===== src/rtl/ncl_mul_pkg.sv =====
// ncl_mul_pkg: shared state type and dual-rail helpers for the
// clocked controller in front of the NCL signed multiplier array.
package ncl_mul_pkg;

    typedef enum logic [1:0] {
        IDLE,
        DATA,
        NULL,
        RESP
    } state_t;

    localparam logic [1:0] DR_NULL = 2'b00;
    localparam logic [1:0] DR_0    = 2'b01;
    localparam logic [1:0] DR_1    = 2'b10;

    localparam int DR_W = 8;

    function automatic logic [1:0] dr_bit(input logic v);
        return v ? DR_1 : DR_0;
    endfunction

    function automatic logic [2*DR_W-1:0] dr_encode(
        input logic [DR_W-1:0] v
    );
        logic [2*DR_W-1:0] e;
        for (int i = 0; i < DR_W; i++) begin
            e[2*i +: 2] = dr_bit(v[i]);
        end
        return e;
    endfunction

endpackage


===== src/rtl/ncl_sync.sv =====
// ncl_sync: multi-flop synchronizer for one asynchronous
// completion signal, cleared asynchronously with the controller.
module ncl_sync #(
    parameter int STAGES = 2
) (
    input  logic clk,
    input  logic clr_n,
    input  logic d,
    output logic q
);

    localparam int N = (STAGES < 2) ? 2 : STAGES;

    logic [N-1:0] ff;

    // shift the raw level through the flop chain
    always_ff @(posedge clk or negedge clr_n) begin
        if (!clr_n) begin
            ff <= '0;
        end else begin
            ff <= {ff[N-2:0], d};
        end
    end

    assign q = ff[N-1];

endmodule


===== src/rtl/ncl_mul_seq.sv =====
// ncl_mul_seq: round-robin controller sharing one dual-rail NCL
// multiplier between two requesters. NCL_MUL_WATCHDOG_EN adds wd_timeout.
module ncl_mul_seq
    import ncl_mul_pkg::*;
#(
    parameter int W           = 8,
    parameter int SYNC_STAGES = 2
) (
    input  logic           clk,
    input  logic           init_n,
    input  logic [1:0]     req_valid,
    output logic [1:0]     req_ready,
    input  logic [2*W-1:0] req_a,
    input  logic [2*W-1:0] req_b,
    output logic [1:0]     resp_valid,
    input  logic [1:0]     resp_ready,
    output logic [2*W-1:0] resp_p,
    output logic           resp_err,
    output logic [2*W-1:0] a_dr,
    output logic [2*W-1:0] b_dr,
    input  logic           in_comp,
    input  logic [4*W-1:0] p_dr,
    output logic           p_comp
`ifdef NCL_MUL_WATCHDOG_EN
    ,
    output logic           wd_timeout
`endif
);

    state_t state;
    logic   rr_ptr;
    logic   gnt;

    logic in_comp_s;
    logic p_full_s;
    logic p_null_s;

    logic           p_full;
    logic           p_null;
    logic           p_err;
    logic [2*W-1:0] p_val;

    logic           pick;
    logic [W-1:0]   sel_a;
    logic [W-1:0]   sel_b;
    logic [2*W-1:0] enc_a;
    logic [2*W-1:0] enc_b;

    logic fire;
    logic drop;

    ncl_sync #(.STAGES(SYNC_STAGES)) u_sync_in (
        .clk   (clk),
        .clr_n (init_n),
        .d     (in_comp),
        .q     (in_comp_s)
    );

    ncl_sync #(.STAGES(SYNC_STAGES)) u_sync_full (
        .clk   (clk),
        .clr_n (init_n),
        .d     (p_full),
        .q     (p_full_s)
    );

    ncl_sync #(.STAGES(SYNC_STAGES)) u_sync_null (
        .clk   (clk),
        .clr_n (init_n),
        .d     (p_null),
        .q     (p_null_s)
    );

    // product wavefront flags and rail-1 decode of the array output
    always_comb begin
        p_full = 1'b1;
        p_null = 1'b1;
        p_err  = 1'b0;
        p_val  = '0;
        for (int i = 0; i < 2*W; i++) begin
            p_full   = p_full & (p_dr[2*i+1] | p_dr[2*i]);
            p_null   = p_null & ~(p_dr[2*i+1] | p_dr[2*i]);
            p_err    = p_err | (p_dr[2*i+1] & p_dr[2*i]);
            p_val[i] = p_dr[2*i+1];
        end
    end

    // round-robin pick: rr_ptr wins a tie, a lone requester always wins
    always_comb begin
        pick  = req_valid[rr_ptr] ? rr_ptr : ~rr_ptr;
        sel_a = pick ? req_a[2*W-1:W] : req_a[W-1:0];
        sel_b = pick ? req_b[2*W-1:W] : req_b[W-1:0];
    end

    if (W == DR_W) begin : g_enc_pkg
        assign enc_a = dr_encode(sel_a);
        assign enc_b = dr_encode(sel_b);
    end else begin : g_enc_loop
        // operand widths other than the package width encode bit by bit
        always_comb begin
            enc_a = '0;
            enc_b = '0;
            for (int i = 0; i < W; i++) begin
                enc_a[2*i +: 2] = dr_bit(sel_a[i]);
                enc_b[2*i +: 2] = dr_bit(sel_b[i]);
            end
        end
    end

`ifdef NCL_MUL_WATCHDOG_EN
    logic [15:0] wd_cnt;
    state_t      wd_last;
    logic        wd_drop;

    assign fire = (wd_cnt == 16'hFFFF) &&
                  (state == DATA || state == NULL);
    assign drop = wd_drop;

    // stall counter restarts on any state change, runs in DATA/NULL
    always_ff @(posedge clk or negedge init_n) begin
        if (!init_n) begin
            wd_cnt     <= '0;
            wd_last    <= IDLE;
            wd_drop    <= 1'b0;
            wd_timeout <= 1'b0;
        end else begin
            wd_last <= state;
            if (state != wd_last) begin
                wd_cnt <= '0;
            end else if (state == DATA || state == NULL) begin
                wd_cnt <= wd_cnt + 16'd1;
            end
            if (fire) begin
                wd_timeout <= 1'b1;
                wd_drop    <= 1'b1;
            end else if (state == IDLE) begin
                wd_drop <= 1'b0;
            end
        end
    end
`else
    assign fire = 1'b0;
    assign drop = 1'b0;
`endif

    // four-phase handshake FSM with registered array and requester outputs
    always_ff @(posedge clk or negedge init_n) begin
        if (!init_n) begin
            state      <= IDLE;
            rr_ptr     <= 1'b0;
            gnt        <= 1'b0;
            a_dr       <= {(2*W){DR_NULL[0]}};
            b_dr       <= {(2*W){DR_NULL[0]}};
            p_comp     <= 1'b1;
            req_ready  <= 2'b00;
            resp_valid <= 2'b00;
            resp_p     <= '0;
            resp_err   <= 1'b0;
        end else begin
            req_ready <= 2'b00;
            unique case (state)
                IDLE: begin
                    if ((|req_valid) && in_comp_s) begin
                        gnt       <= pick;
                        rr_ptr    <= ~pick;
                        req_ready <= pick ? 2'b10 : 2'b01;
                        a_dr      <= enc_a;
                        b_dr      <= enc_b;
                        state     <= DATA;
                    end
                end
                DATA: begin
                    if (p_full_s && !in_comp_s) begin
                        resp_p   <= p_val;
                        resp_err <= p_err;
                        a_dr     <= '0;
                        b_dr     <= '0;
                        p_comp   <= 1'b0;
                        state    <= NULL;
                    end
                end
                NULL: begin
                    if (p_null_s && in_comp_s) begin
                        p_comp <= 1'b1;
                        if (drop) begin
                            state <= IDLE;
                        end else begin
                            resp_valid[gnt] <= 1'b1;
                            state           <= RESP;
                        end
                    end
                end
                RESP: begin
                    if (resp_ready[gnt]) begin
                        resp_valid <= 2'b00;
                        state      <= IDLE;
                    end
                end
                default: state <= IDLE;
            endcase
            if (fire) begin
                a_dr   <= '0;
                b_dr   <= '0;
                p_comp <= 1'b0;
                state  <= NULL;
            end
        end
    end

endmodule


===== config.mk =====
export PLATFORM = sky130hd
export DESIGN_NAME = ncl_mul_seq
export DESIGN_NICKNAME = d
export VERILOG_FILES = /design/src/rtl/ncl_mul_pkg.sv /design/src/rtl/ncl_sync.sv /design/src/rtl/ncl_mul_seq.sv
export SDC_FILE = /design/constraint.sdc
export NUM_CORES = 1
export LEC_CHECK = 0
export CAP_MARGIN = 20
export CORE_MARGIN = 2
export CORE_UTILIZATION = 44
export DETAILED_ROUTE_END_ITERATION = 16
export PLACE_DENSITY_LB_ADDON = 0.1
export RECOVER_POWER = 50
export SYNTH_ARGS = -nofsm -noshare
export SYNTH_HDL_FRONTEND = slang
export SYNTH_SLANG_ARGS = --single-unit

===== constraint.sdc =====
create_clock -name clk -period 2.3 [get_ports clk]
set_input_delay 0.345 -clock clk [delete_from_list [all_inputs] [get_ports clk]]
set_output_delay 0.345 -clock clk [all_outputs]
set_load 0.1 [all_outputs]

==> run summary <==
status: finished, final reports clean
GP Congestion: 0.8915
DRT Pass-1 Iters: 4
core box area: 7176 µm²
Net Count, Synth: 340
DP Area: 4432 µm²
clk_lat worst skew: 0.33 ns
# fillers: 635
P_int: 2.920 mW
CTS tree: done
CP endpoint kind: output port
DP HPWL: 5.503 mm
yosys warns: 0
grt total ovfl: 0
register area: 1603 µm²
static leakage: 1.971 nW
Antenna Nets Post-Route: 0
starting density of the core: 0.4480
number of unique standard cell types used by synthesis: 33
share of layout cells above drive strength 1: 0.3023
Hold WC Path Type: flop to flop
#FFs+latches synth: 64
Flop pwr share: 0.248
Slew @ Worst Pin: 1.229 ns
Max Cap Viol: 0
clk buf depth: 2
critical path class: flop to output port
Pwr Density: 1518 nW/µm²
Tcrit/Tclk final: 0.8313
max incr delay on CP: 0.90 ns
Slew Viols, Final: 0
Reg clk slew, reported paths: 0.07 ns
CP max stage cell: clkbuf_1
Syn Std Cell Area: 3214 µm²
largest family of logic cells by synthesized area: compound AO/OA/AOI/OAI gates
H-Tree Depth: 3
commonest non-fill, non-tap cells in the layout: clkdlybuf4s50_1, dfrtp_1, nand2_1, buf_4, mux2_2
setup violators final: 0
PortBufs: 124
post-synthesis average cell area: 12.13 µm²
post-synthesis mux area share: 0.1752
gr usage total: 0.1874
Sw Pwr: 3.926 mW
initial antenna violation count: 0
CP Max Fanout: 2
total number of vias: 2562
total power: 6.846 mW
Synth Area in Compound Gates: 0.1830
commonest non-fill, non-tap cell in the layout: clkdlybuf4s50_1
CTS root buf: clkbuf_8
Combinational Power Share: 0.630
n_diodes: 0
final WL: 7.372 mm
die area: 8005 µm²
post-synthesis xor/xnor area fraction: 0
detail-routed via count per cell: 5.165
clock share of power: 0.121
# clock sinks: 64
Resized Gates After CTS: 0
Synth async-reset ratio: 1.000
Synth Instances: 265
Post-synth EDFFs: 0
largest net degree at the start of global routing: 58
number of buffers created by CTS: 9
prevailing post-synth register cell: dfrtp_1
Chip Width: 89.47 µm
vias in the first global route: 2463
first-pass GRT wire length: 11.43 mm
Final Cell Area: 4511 µm²
DR DRC count: 0
sequential share of the synthesized area: 0.4986
Core Util, Final: 0.6286
crit path buf inv count: 1
final hold vios: 0
num rows: 31
adder-cell share of the synthesized area: 0.01557
Max Fclk: 523.0 MHz
Period minus WS final: 1.912 ns
Worst VDD drop: 681.8 µV
switching share of power: 0.5735
1st-iter DRT viols: 77
Final Skew: 0.01004 ns
delay-heaviest family, CP: buffers and inverters
setup_tns: 0 ns
Worst EP arrival: 1.57 ns
fin nets: 467
CP Cell Sequence: clkbuf_1
Ports: 125
Critical Path RT: 1.96 ns
RSZ-0062 raised after global routing: false
DR WL/cell: 14.86 µm
Die Ht: 89.47 µm
simple-gate portion of the synthesized area: 0.09148
worst relative slew slack: 0.1845
multi-input logic area: 1506 µm²
area grow syn2layout: 40.33%
CP startpoint kind: flop
## flip-flops by register name, indices dropped and copies added, names as in the netlist, 2 cells and up
signal / count
a_dr: 16
b_dr: 16
req_ready: 2
resp_p: 16
resp_valid: 2
state: 2
u_sync_full.ff: 2
u_sync_in.ff: 2
u_sync_null.ff: 2
## cell families after synthesis
logic type	after synthesis
multiplexers	52
AND/OR/NAND/NOR	64
adder cells (fa/ha/maj)	4
flip-flops	64
buffers and inverters	19
AO/OA/AOI/OAI	62
## routing by layer
metal	up-vias	part of all wire	global-route usage	wire, µm
li1	1239	-	-	-
met1	1226	0.43	0.2404	3143
met2	91	0.49	0.3037	3609
met3	6	0.075	0.05725	550
met4	0	0.0094	0.06106	69
met5	-	0	0	0
## final cells by class
type                            instances  area share
Clock buffer                           13     0.03301
Clock inverter                          3    0.003883
Inverter                                4    0.003329
Multi-Input combinational cell        182      0.3340
Sequential cell                        64      0.3553
Tap cell                               99     0.02746
Timing Repair Buffer                  131      0.2430
## power groups by stage
stage	Sequential [mW]	Clock, mW	Combinational [mW]
5_1_grt	1.74	0.905	4.53
6_report	1.70	0.831	4.32
4_1_cts	1.71	0.861	4.45
3_5_place_dp	1.73	0	4.45
2_1_floorplan	4.02	0	1.18
3_3_place_gp	1.72	0	4.39
## stage by stage
step / hold slack (ns) / setup slack, ns / std cells
2_1_floorplan: 0.04941 / 0.6318 / 265
3_3_place_gp: 0.3343 / 0.3049 / 479
3_5_place_dp: 0.3307 / 0.2861 / 479
4_1_cts: 0.3522 / 0.4261 / 496
5_1_grt: 0.3604 / 0.2866 / 496
6_report: 0.3500 / 0.3881 / 496
## what timing repair did
item                      4_1_cts  5_1_grt
hold buffers                    1        0
hold endpoints to repair       34        0
setup buffers                   0        0
## synthesized netlist by cell type (4+ instances only)
library cell   n  area share
dfrtp_1       63        0.49
nand2_1       35       0.041
mux2_2        34        0.12
o31ai_2       28        0.11
mux2i_1       18       0.056
nor2_1        11       0.013
buf_2          6      0.0093
a21oi_1        5      0.0078
nor4_1         5      0.0097
a221oi_1       4       0.011
a22o_1         4       0.011
buf_6          4       0.014
ha_1           4       0.016
inv_1          4      0.0047
nand4_1        4      0.0078
o21ai_0        4      0.0062
o22ai_1        4      0.0078
o31ai_1        4      0.0093
## worst paths after layout
| path | start | end | slack, ns | cells after the start |
|---|---|---|---|---|
| setup / recovery | resp_p[5]$_DFFE_PN0P_ | resp_p[5] | 0.39 | 1 |
| hold reg to reg | u_sync_null.ff[0]$_DFF_PN0_ | u_sync_null.ff[1]$_DFF_PN0_ | 0.35 | 0 |
| min in group asynchronous | init_n | a_dr[12]$_DFFE_PN0P_ | 0.72 | 3 |
| hold / removal | u_sync_null.ff[0]$_DFF_PN0_ | u_sync_null.ff[1]$_DFF_PN0_ | 0.35 | 0 |
| max in group asynchronous | init_n | b_dr[8]$_DFFE_PN0P_ | 0.99 | 3 |
| setup reg to reg | state[0]$_DFFE_PN0P_ | b_dr[9]$_DFFE_PN0P_ | 0.43 | 6 |
(Power assumes the default switching activity.)
